File: src/rtl/wall_pkg.sv
// Shared constants, colours and FSM state type for the scrolling wall.
package wall_pkg;

    localparam int SCREEN_W = 160;
    localparam int SCREEN_H = 120;
    localparam int WALL_W   = 4;
    localparam int GAP_H    = 20;
    localparam int INIT_GAP = 50;
    localparam int COL_W    = $clog2(WALL_W);

    localparam logic [2:0] WALL_COLOUR = 3'b010;
    localparam logic [2:0] BG_COLOUR   = 3'b000;

    typedef enum logic [1:0] {
        IDLE,
        ERASE,
        MOVE,
        DRAW
    } wall_state_t;

    // The full 8-bit height is compared before truncation so 128..255 still clamp.
    function automatic logic [6:0] clamp_gap(input logic [7:0] h);
        if (h > 8'(SCREEN_H - GAP_H))
            return 7'(SCREEN_H - GAP_H);
        return h[6:0];
    endfunction

endpackage

File: src/rtl/wall_col_scanner.sv
// Column-outer / row-inner pixel counter covering one wall footprint, one pixel per cycle.
module wall_col_scanner
    import wall_pkg::*;
(
    input  logic             clk,
    input  logic             resetn,
    input  logic             start,
    output logic             active,
    output logic [COL_W-1:0] col,
    output logic [6:0]       row,
    output logic             done
);

    assign done = active && (col == COL_W'(WALL_W - 1)) && (row == 7'(SCREEN_H - 1));

    always_ff @(posedge clk or negedge resetn) begin
        if (!resetn) begin
            active <= 1'b0;
            col    <= '0;
            row    <= '0;
        end else if (start) begin
            active <= 1'b1;
            col    <= '0;
            row    <= '0;
        end else if (active) begin
            if (row == 7'(SCREEN_H - 1)) begin
                row <= '0;
                if (col == COL_W'(WALL_W - 1)) begin
                    active <= 1'b0;
                    col    <= '0;
                end else begin
                    col <= col + 1'b1;
                end
            end else begin
                row <= row + 1'b1;
            end
        end
    end

endmodule

File: src/rtl/wall_scroller.sv
// Scrolls one pipe pair right-to-left one column per frame tick, erasing and redrawing it
// through the VGA adapter, and flags bird/wall overlap.
module wall_scroller
    import wall_pkg::*;
(
    input  logic       clk,
    input  logic       resetn,
    input  logic       enable,
    input  logic       frame_tick,
    input  logic [7:0] height_in,
    output logic       height_req,
    input  logic [7:0] bird_x,
    input  logic [6:0] bird_y,
    output logic [7:0] vga_x,
    output logic [6:0] vga_y,
    output logic [2:0] vga_colour,
    output logic       vga_plot,
    output logic       busy,
    output logic [7:0] wall_x,
    output logic [6:0] gap_top,
    output logic       collide
);

    wall_state_t      state;
    logic             pending;
    logic [7:0]       wall_pos;
    logic             go;
    logic             scan_start;
    logic             scan_active;
    logic             scan_done;
    logic [COL_W-1:0] scan_col;
    logic [6:0]       scan_row;
    logic [8:0]       pix_x;
    logic [7:0]       gap_end;
    logic             in_gap;
    logic             plot_now;
    logic [8:0]       wall_end;

    assign wall_x     = wall_pos;
    assign go         = (frame_tick || pending) && enable;
    assign scan_start = ((state == IDLE) && go) || (state == MOVE);

    wall_col_scanner u_scanner (
        .clk    (clk),
        .resetn (resetn),
        .start  (scan_start),
        .active (scan_active),
        .col    (scan_col),
        .row    (scan_row),
        .done   (scan_done)
    );

    always_ff @(posedge clk or negedge resetn) begin
        if (!resetn) begin
            state      <= IDLE;
            pending    <= 1'b0;
            busy       <= 1'b0;
            height_req <= 1'b0;
            wall_pos   <= 8'(SCREEN_W - 1);
            gap_top    <= 7'(INIT_GAP);
        end else begin
            height_req <= 1'b0;
            // Only one extra tick is remembered while a scroll is running.
            if ((state != IDLE) && frame_tick && enable)
                pending <= 1'b1;
            case (state)
                IDLE: begin
                    if (go) begin
                        state   <= ERASE;
                        pending <= 1'b0;
                        busy    <= 1'b1;
                    end
                end
                ERASE: begin
                    if (scan_done) begin
                        state      <= MOVE;
                        height_req <= (wall_pos == 8'd0);
                    end
                end
                MOVE: begin
                    state <= DRAW;
                    if (wall_pos == 8'd0) begin
                        wall_pos <= 8'(SCREEN_W - 1);
                        gap_top  <= clamp_gap(height_in);
                    end else begin
                        wall_pos <= wall_pos - 8'd1;
                    end
                end
                DRAW: begin
                    if (scan_done) begin
                        state <= IDLE;
                        busy  <= 1'b0;
                    end
                end
                default: begin
                    state <= IDLE;
                    busy  <= 1'b0;
                end
            endcase
        end
    end

    assign pix_x    = {1'b0, wall_pos} + 9'(scan_col);
    assign gap_end  = {1'b0, gap_top} + 8'(GAP_H);
    assign in_gap   = (scan_row >= gap_top) && ({1'b0, scan_row} < gap_end);
    assign plot_now = scan_active && ((state == ERASE) || (state == DRAW))
                      && (pix_x < 9'(SCREEN_W)) && !in_gap;

    always_ff @(posedge clk or negedge resetn) begin
        if (!resetn) begin
            vga_plot   <= 1'b0;
            vga_x      <= '0;
            vga_y      <= '0;
            vga_colour <= '0;
        end else begin
            vga_plot <= plot_now;
            if (plot_now) begin
                vga_x      <= pix_x[7:0];
                vga_y      <= scan_row;
                vga_colour <= (state == DRAW) ? WALL_COLOUR : BG_COLOUR;
            end
        end
    end

    assign wall_end = {1'b0, wall_pos} + 9'(WALL_W - 1);

    always_ff @(posedge clk or negedge resetn) begin
        if (!resetn)
            collide <= 1'b0;
        else
            collide <= ({1'b0, bird_x} >= {1'b0, wall_pos}) && ({1'b0, bird_x} <= wall_end)
                       && ((bird_y < gap_top) || ({1'b0, bird_y} >= gap_end));
    end

endmodule

File: config.mk
export PLATFORM = sky130hd
export DESIGN_NAME = wall_scroller
export DESIGN_NICKNAME = d
export VERILOG_FILES = /design/src/rtl/wall_pkg.sv /design/src/rtl/wall_col_scanner.sv /design/src/rtl/wall_scroller.sv
export SDC_FILE = /design/constraint.sdc
export NUM_CORES = 1
export LEC_CHECK = 0
export CAP_MARGIN = 25
export CORE_AREA = 3 3 85 87
export DETAILED_ROUTE_END_ITERATION = 16
export DIE_AREA = 0 0 88 90
export PLACE_DENSITY = 0.81
export SYNTH_ARGS = -nofsm -noshare
export SYNTH_HDL_FRONTEND = slang
export SYNTH_SLANG_ARGS = --single-unit
export TNS_END_PERCENT = 1
File: constraint.sdc
create_clock -name clk -period 3.1 [get_ports clk]
set_clock_uncertainty 0.1 [all_clocks]
set_input_delay 0.465 -clock clk [delete_from_list [all_inputs] [get_ports clk]]
set_output_delay 0.465 -clock clk [all_outputs]
set_load 0.05 [all_outputs]
# ---- Yosys cells after proc, flatten, opt, wreduce, memory -nomap -nowiden
# Cells that the tools add are included.
dict set report word_totals {
  register_bits 50
  latch_bits 0
  mem_bits_rw 0
  romBits 0
  inputBits 27
  out_inout_bits 37
  wordCells 93
  mem_count 0
}
dict set report op_classes {
  addsub 6
  multipliers 0
  div 0
  magnitude_cmp 8
  n_eq_ne 8
  shifts 0
  mux 30
  bitwise_logic 0
  n_reduce_logical 27
}
# cell n
set ops {}
lappend ops {{7-bit two-way mux} 5}
lappend ops {{2-bit two-way mux} 8}
lappend ops {{1-bit two-way mux} 14}
lappend ops {{1-bit logical AND} 12}
lappend ops {{8-bit by 2-bit adder with 9-bit output} 1}
lappend ops {{8-bit by 2-bit adder with 9-bit output, second input constant} 1}
lappend ops {{8-bit by 9-bit less-or-equal comparator with 1-bit output} 1}
lappend ops {{9-bit by 8-bit < comparator with 1-bit output, second input constant} 1}
lappend ops {{7-bit by 5-bit adder with 8-bit output, second input constant} 1}
lappend ops {{7-bit by 8-bit greater-or-equal comparator with 1-bit output} 1}
lappend ops {{8-bit greater-or-equal comparator} 1}
lappend ops {{8-bit by 7-bit greater-than comparator with 1-bit output, second input constant} 1}
lappend ops {{8-bit zero test} 1}
lappend ops {{7-bit by 8-bit < comparator with 1-bit output} 1}
lappend ops {{8-bit two-way mux} 1}
lappend ops {{2-bit case mux with 4 select lines} 1}
lappend ops {{2-bit nonzero test} 4}
lappend ops {{8-bit by 1-bit subtractor with 8-bit output, second input constant} 1}
lappend ops {{7-bit by 1-bit adder with 7-bit output, second input constant} 1}
lappend ops {{7-bit equality test, second input constant} 1}
lappend ops {{7-bit greater-or-equal comparator} 1}
lappend ops {{7-bit < comparator} 1}
lappend ops {{2-bit equality test, second input constant} 3}
lappend ops {{2-bit inequality test, second input constant} 3}
lappend ops {{8 further kinds} 13}

# ---- Logic depth before layout (Yosys ltp)
dict set report depth {
  depth_word 6
  ltp_mapped 12
  ltp_nobuf 10
}

# ---- Cells and area by module
# Synthesis repeated with hierarchy kept, for this count alone.
dict set report hier_totals {
  hier_cells 367
  area_unflattened_um2 3497.1
}
# mod n_inst cells_each area_per_inst_um2 seq_area_each_um2
set modules_own_cells {}
lappend modules_own_cells {wall_scroller 1 312 2955.3 962.2}
lappend modules_own_cells {wall_col_scanner 1 55 541.8 250.2}

# ---- Worst setup path before layout
# OpenSTA, ideal clock, no wires.
dict set report synth_timing {
  path_kind {register -> register}
  startpoint {register gap_top[2]}
  endpoint {register vga_colour[1]}
  setup_time_ns 0.125
  arrival_ns 2.942
  t_required_ns 2.875
  path_slack_ns -0.067
  path_stages_with_launch 13
  n_path_buf 2
  synth_period_minus_slack_ns 3.167
  cell_sequence {dfrtp_1 > ha_1 > o21ai_0 > xnor2_1 > ha_1 > and3_1 > o311ai_0 > a31oi_1 > a31oi_1 > or4_1 > buf_6 > buf_12 > mux2_4}
}
dict set report synth_between {
  elab_chain_cells 5
  elab_cells_between_ends 6
  classes_between {add/sub (1); order compare (2); reduce/logical (3)}
}
# element line_no
set synth_lines {}
lappend synth_lines {{start, declared} wall_scroller.sv:20} ;# output logic [6:0] gap_top,
lappend synth_lines {{start signal, assigned} wall_scroller.sv:60} ;# gap_top <= 7'(INIT_GAP);
lappend synth_lines {{start signal, assigned} wall_scroller.sv:84} ;# gap_top <= clamp_gap(height_in);
lappend synth_lines {{7-bit by 5-bit adder with 8-bit output} wall_scroller.sv:104} ;# assign gap_end = {1'b0, gap_top} + 8'(GAP_H);
lappend synth_lines {{7-bit by 8-bit < comparator with 1-bit output} wall_scroller.sv:105} ;# assign in_gap = (scan_row >= gap_top) && ({1'b0, scan_row} < gap_end);
lappend synth_lines {{1-bit logical AND *} wall_scroller.sv:105}
lappend synth_lines {{1-bit zero test *} wall_scroller.sv:107} ;# && (pix_x < 9'(SCREEN_W)) && !in_gap;
lappend synth_lines {{1-bit logical AND *} wall_scroller.sv:107}
lappend synth_lines {{end signal, assigned} wall_scroller.sv:120} ;# vga_colour <= (state == DRAW) ? WALL_COLOUR : BG_COLOUR;
lappend synth_lines {{end, declared} wall_scroller.sv:16} ;# output logic [2:0] vga_colour,
# Every way passes the cells marked *; elsewhere a longest branch is shown, timed or not.
# A chain may end at the register's enable or synchronous reset.

# ---- Worst setup path in the final report
dict set report layout_timing {
  startpoint {register gap_top[2]}
  endpoint {register vga_x[4]}
}
dict set report layout_between {
  elab_chain_cells 5
  elab_cells_between_ends 6
  classes_between {add/sub (1); order compare (2); reduce/logical (3)}
}
# element line_no
set layout_lines {}
lappend layout_lines {{7-bit by 5-bit adder with 8-bit output} wall_scroller.sv:104}
lappend layout_lines {{7-bit by 8-bit < comparator with 1-bit output} wall_scroller.sv:105}
lappend layout_lines {{1-bit logical AND *} wall_scroller.sv:105}
lappend layout_lines {{1-bit zero test *} wall_scroller.sv:107}
lappend layout_lines {{1-bit logical AND *} wall_scroller.sv:107}
lappend layout_lines {{end signal, assigned} wall_scroller.sv:118} ;# vga_x <= pix_x[7:0];
lappend layout_lines {{end, declared} wall_scroller.sv:14} ;# output logic [7:0] vga_x,
# Marked as above.

==> key figures <==
Run status
  • Status: finished clean

Synthesis
  • Syn avg cell area: 10.05 sq um
  • Cell area after synthesis: 3476 sq um
  • Synth cell count leaders: ha_1, dfrtp_1, inv_1, a21oi_1
  • Synth Warn #: 0
  • Most area-hungry cell type in the Yosys netlist: dfrtp_1
  • Yosys top cell area share: 28.08%
  • Top_reg_cell synth: dfrtp_1
  • Seq/Total Area, Yosys: 34.88%
  • Asr flop ratio synth: 100.0%
  • Synth area leaders: dfrtp_1, ha_1, dfstp_2
  • Mapped Cells: 346
  • Synthesized flop and latch total: 48
  • EDFF count, synth: 0
  • Synth cell types: 58
  • Most frequent cell after synthesis: ha_1

Pwr
  • Lkg Pwr: 1.943 nW
  • Power density cells: 1048 nW/um^2
  • Clock network power share: 10.9%
  • Power Total: 4.436 mW
  • Switching share of power: 47.73%
  • VDD IR max: 0.6784 mV
  • Combinational Power Share: 63.0%
  • NetSw: 2.118 mW
  • Flop pwr share: 26.1%
  • Internal power: 2.319 mW

Die
  • Die height: 90 um
  • Die W: 88 um
  • CORE AREA: 6422 sq um
  • Site Rows: 29
  • Die ar.: 7920 sq um
  • Initial Utilization: 54.12%
  • I/O pin cnt: 64

Timing
  • Setup TNS: 0 ns
  • Fin. Hold Viols: 0
  • RSZ-0062 raised after global routing: false
  • Rel. slew slack: 53.96%
  • Final Critical Period: 2.962 ns
  • Final worst slack: 0.1377 ns
  • Slew @ Worst Pin: 0.6892 ns
  • Setup violations, final: 0
  • Max Clk Rate: 337.6 MHz
  • Slew Limit Fails: 0
  • Tcrit/Tclk final: 95.56%

Critical path
  • Crit path max fanout: 17
  • Worst Path Required: 3.19 ns
  • Slowest cell on the critical path: dfrtp_2
  • Setup crit start kind: flop
  • Critical Path, Cell by Cell: ha_1 > o21ai_1 > xnor2_1 > ha_1 > and3_1 > o311ai_0 > a31oi_1 > a31oi_1 > or4_1 > buf_6 > mux2_4
  • Worst Path Arrival: 3.05 ns
  • Critical path capture point type: flop
  • Delay of the slowest critical-path stage: 0.45 ns
  • Kind of critical path: flop to flop

Final layout
  • Core Util, Final: 65.91%
  • Fin cells: 487
  • Fill cells: 537
  • Sequential cell area: 1215 sq um
  • Multi-input logic area: 2052 sq um
  • Area grow syn2layout: 21.78%
  • Net count reported at finish: 488
  • Ant diodes: 0
  • Ratio of cells with drive above 1 in the final layout: 12.20%

Place
  • Placed Cells: 479
  • Dpl hpwl: 6088 um
  • Number of port buffers: 61
  • Placer Congestion: 0.8660
  • Dpl ws: 0.05788 ns

Clocking
  • CTS tree: done
  • Post-CTS Setup Bufs: 0
  • Max Buffers Root-to-Sink: 2
  • Clock H-tree levels: 2
  • Clk_lat worst skew: 0.30 ns
  • Clock root cell: clkbuf_8
  • Post-CTS sizing: 0
  • Sink Count: 48
  • CTS Hold Bufs: 0
  • Clock buffer count from CTS: 5
  • CTS clk-pin slew, worst paths: 0.09 ns

Drt
  • DRT Wirelength: 7797 um
  • Vias/cell: 5.723
  • 1st-iter DRT viols: 109
  • Drt pass-1 iters: 6
  • Number of routed nets with antenna violations: 0
  • DRC Markers: 0
  • WL/cell: 16.01 um
  • Via Count: 2787

Hold path
  • Worst hold path class: input port to asynchronous set/reset pin

Global routing
  • Vias in the first global route: 2884
  • Grt total ovfl: 0
  • Largest net degree at the start of global routing: 30
  • Antenna violations before repair: 0
  • First-pass GRT wire length: 13080 um
  • Gr usage total: 20.42%

Flow run
  • Maxcap violations: 0
-- through the flow --
stage	hold slack, ns	cell area, sq um
floorplan	0.06941	3482
finish	0.09322	4233
detailed placement	0.3959	4108
global route	0.1363	4233
global placement	0.3972	4108
CTS	0.1063	4229
-- power groups by stage --
stage | combinational [mW] | sequential (mW) | clock, mW
2_1_floorplan | 1.55 | 1.69 | 0
3_3_place_gp | 2.69 | 1.15 | 0
3_5_place_dp | 2.78 | 1.16 | 0
4_1_cts | 2.80 | 1.15 | 0.493
5_1_grt | 3.04 | 1.19 | 0.520
6_report | 2.79 | 1.16 | 0.485
-- worst paths after layout --
path	start	to	slack [ns]	cells after the start
worst max-delay path	gap_top[2]	vga_x[4]	0.14	11
worst min-delay path	resetn	collide	0.09	1
worst max register to register	gap_top[2]	vga_x[4]	0.14	11
worst min register to register	vga_y[5]	vga_y[5]	0.42	1
max in group asynchronous	resetn	wall_x[4]	2.03	2
min in group clk	vga_y[5]	vga_y[5]	0.42	1
-- placed cells by master (no fill, tap or decap), types with 7 or more instances in the layout --
master and instances:
a21oi_1 24, clkdlybuf4s50_1 60, dfrtp_1 37, dfstp_2 9
ha_1 51, inv_1 26, mux2_2 8, mux2_4 8
nand2_1 20, nand3_1 7, nor2_1 20, nor3_1 8
o21ai_0 19, xnor2_1 14
-- state kept, by name, indices dropped and copies added, names as in the netlist --
name / cells
vga_plot: 1
u_scanner.col: 2
height_req: 1
pending: 1
u_scanner.row: 7
collide: 1
gap_top: 7
busy: 1
wall_x: 8
vga_colour: 1
vga_y: 7
u_scanner.active: 1
vga_x: 8
state: 2
-- worst max-delay path, delay by kind of cell, from the launching register on --
family	cells	cell delay, ns
DFF	1	0.45
xor gates and xnor gates	1	0.12
and+or+nand+nor	2	0.60
buffers and inverters	1	0.20
AOI/OAI and AO/OA	4	0.54
muxes	1	0.31
adders and majority gates	2	0.54
-- kinds of logic (layout without fill, tap and decap cells) --
logic type / Yosys count / after routing / share of synthesized area, %
muxes: 18 / 18 / 6.624
adders and majority gates: 52 / 52 / 18.93
AOI/OAI and AO/OA: 82 / 82 / 15.19
buffers and inverters: 38 / 101 / 6.191
other: 1 / 2 / 0.1079
DFF: 48 / 48 / 34.88
xor gates and xnor gates: 19 / 19 / 4.788
and+or+nand+nor: 88 / 88 / 13.28
-- layout make-up --
| type | instances | share of cell area (%) |
|---|---|---|
| multi-input combinational | 261 | 48.48 |
| sequential | 48 | 28.70 |
| timing repair buffer | 66 | 15.28 |
| inverter | 27 | 2.394 |
| tap | 77 | 2.276 |
| clock buffer | 6 | 1.951 |
| clock inverter | 2 | 0.9163 |
-- metal layers --
layer,vias up,wire length (um),global-route usage [%]
met5,-,0,0
met4,0,142,6.010
met3,12,450,4.113
met2,91,3954,35.30
met1,1321,3250,25.23
li1,1363,-,-
(Power assumes the default switching activity.)
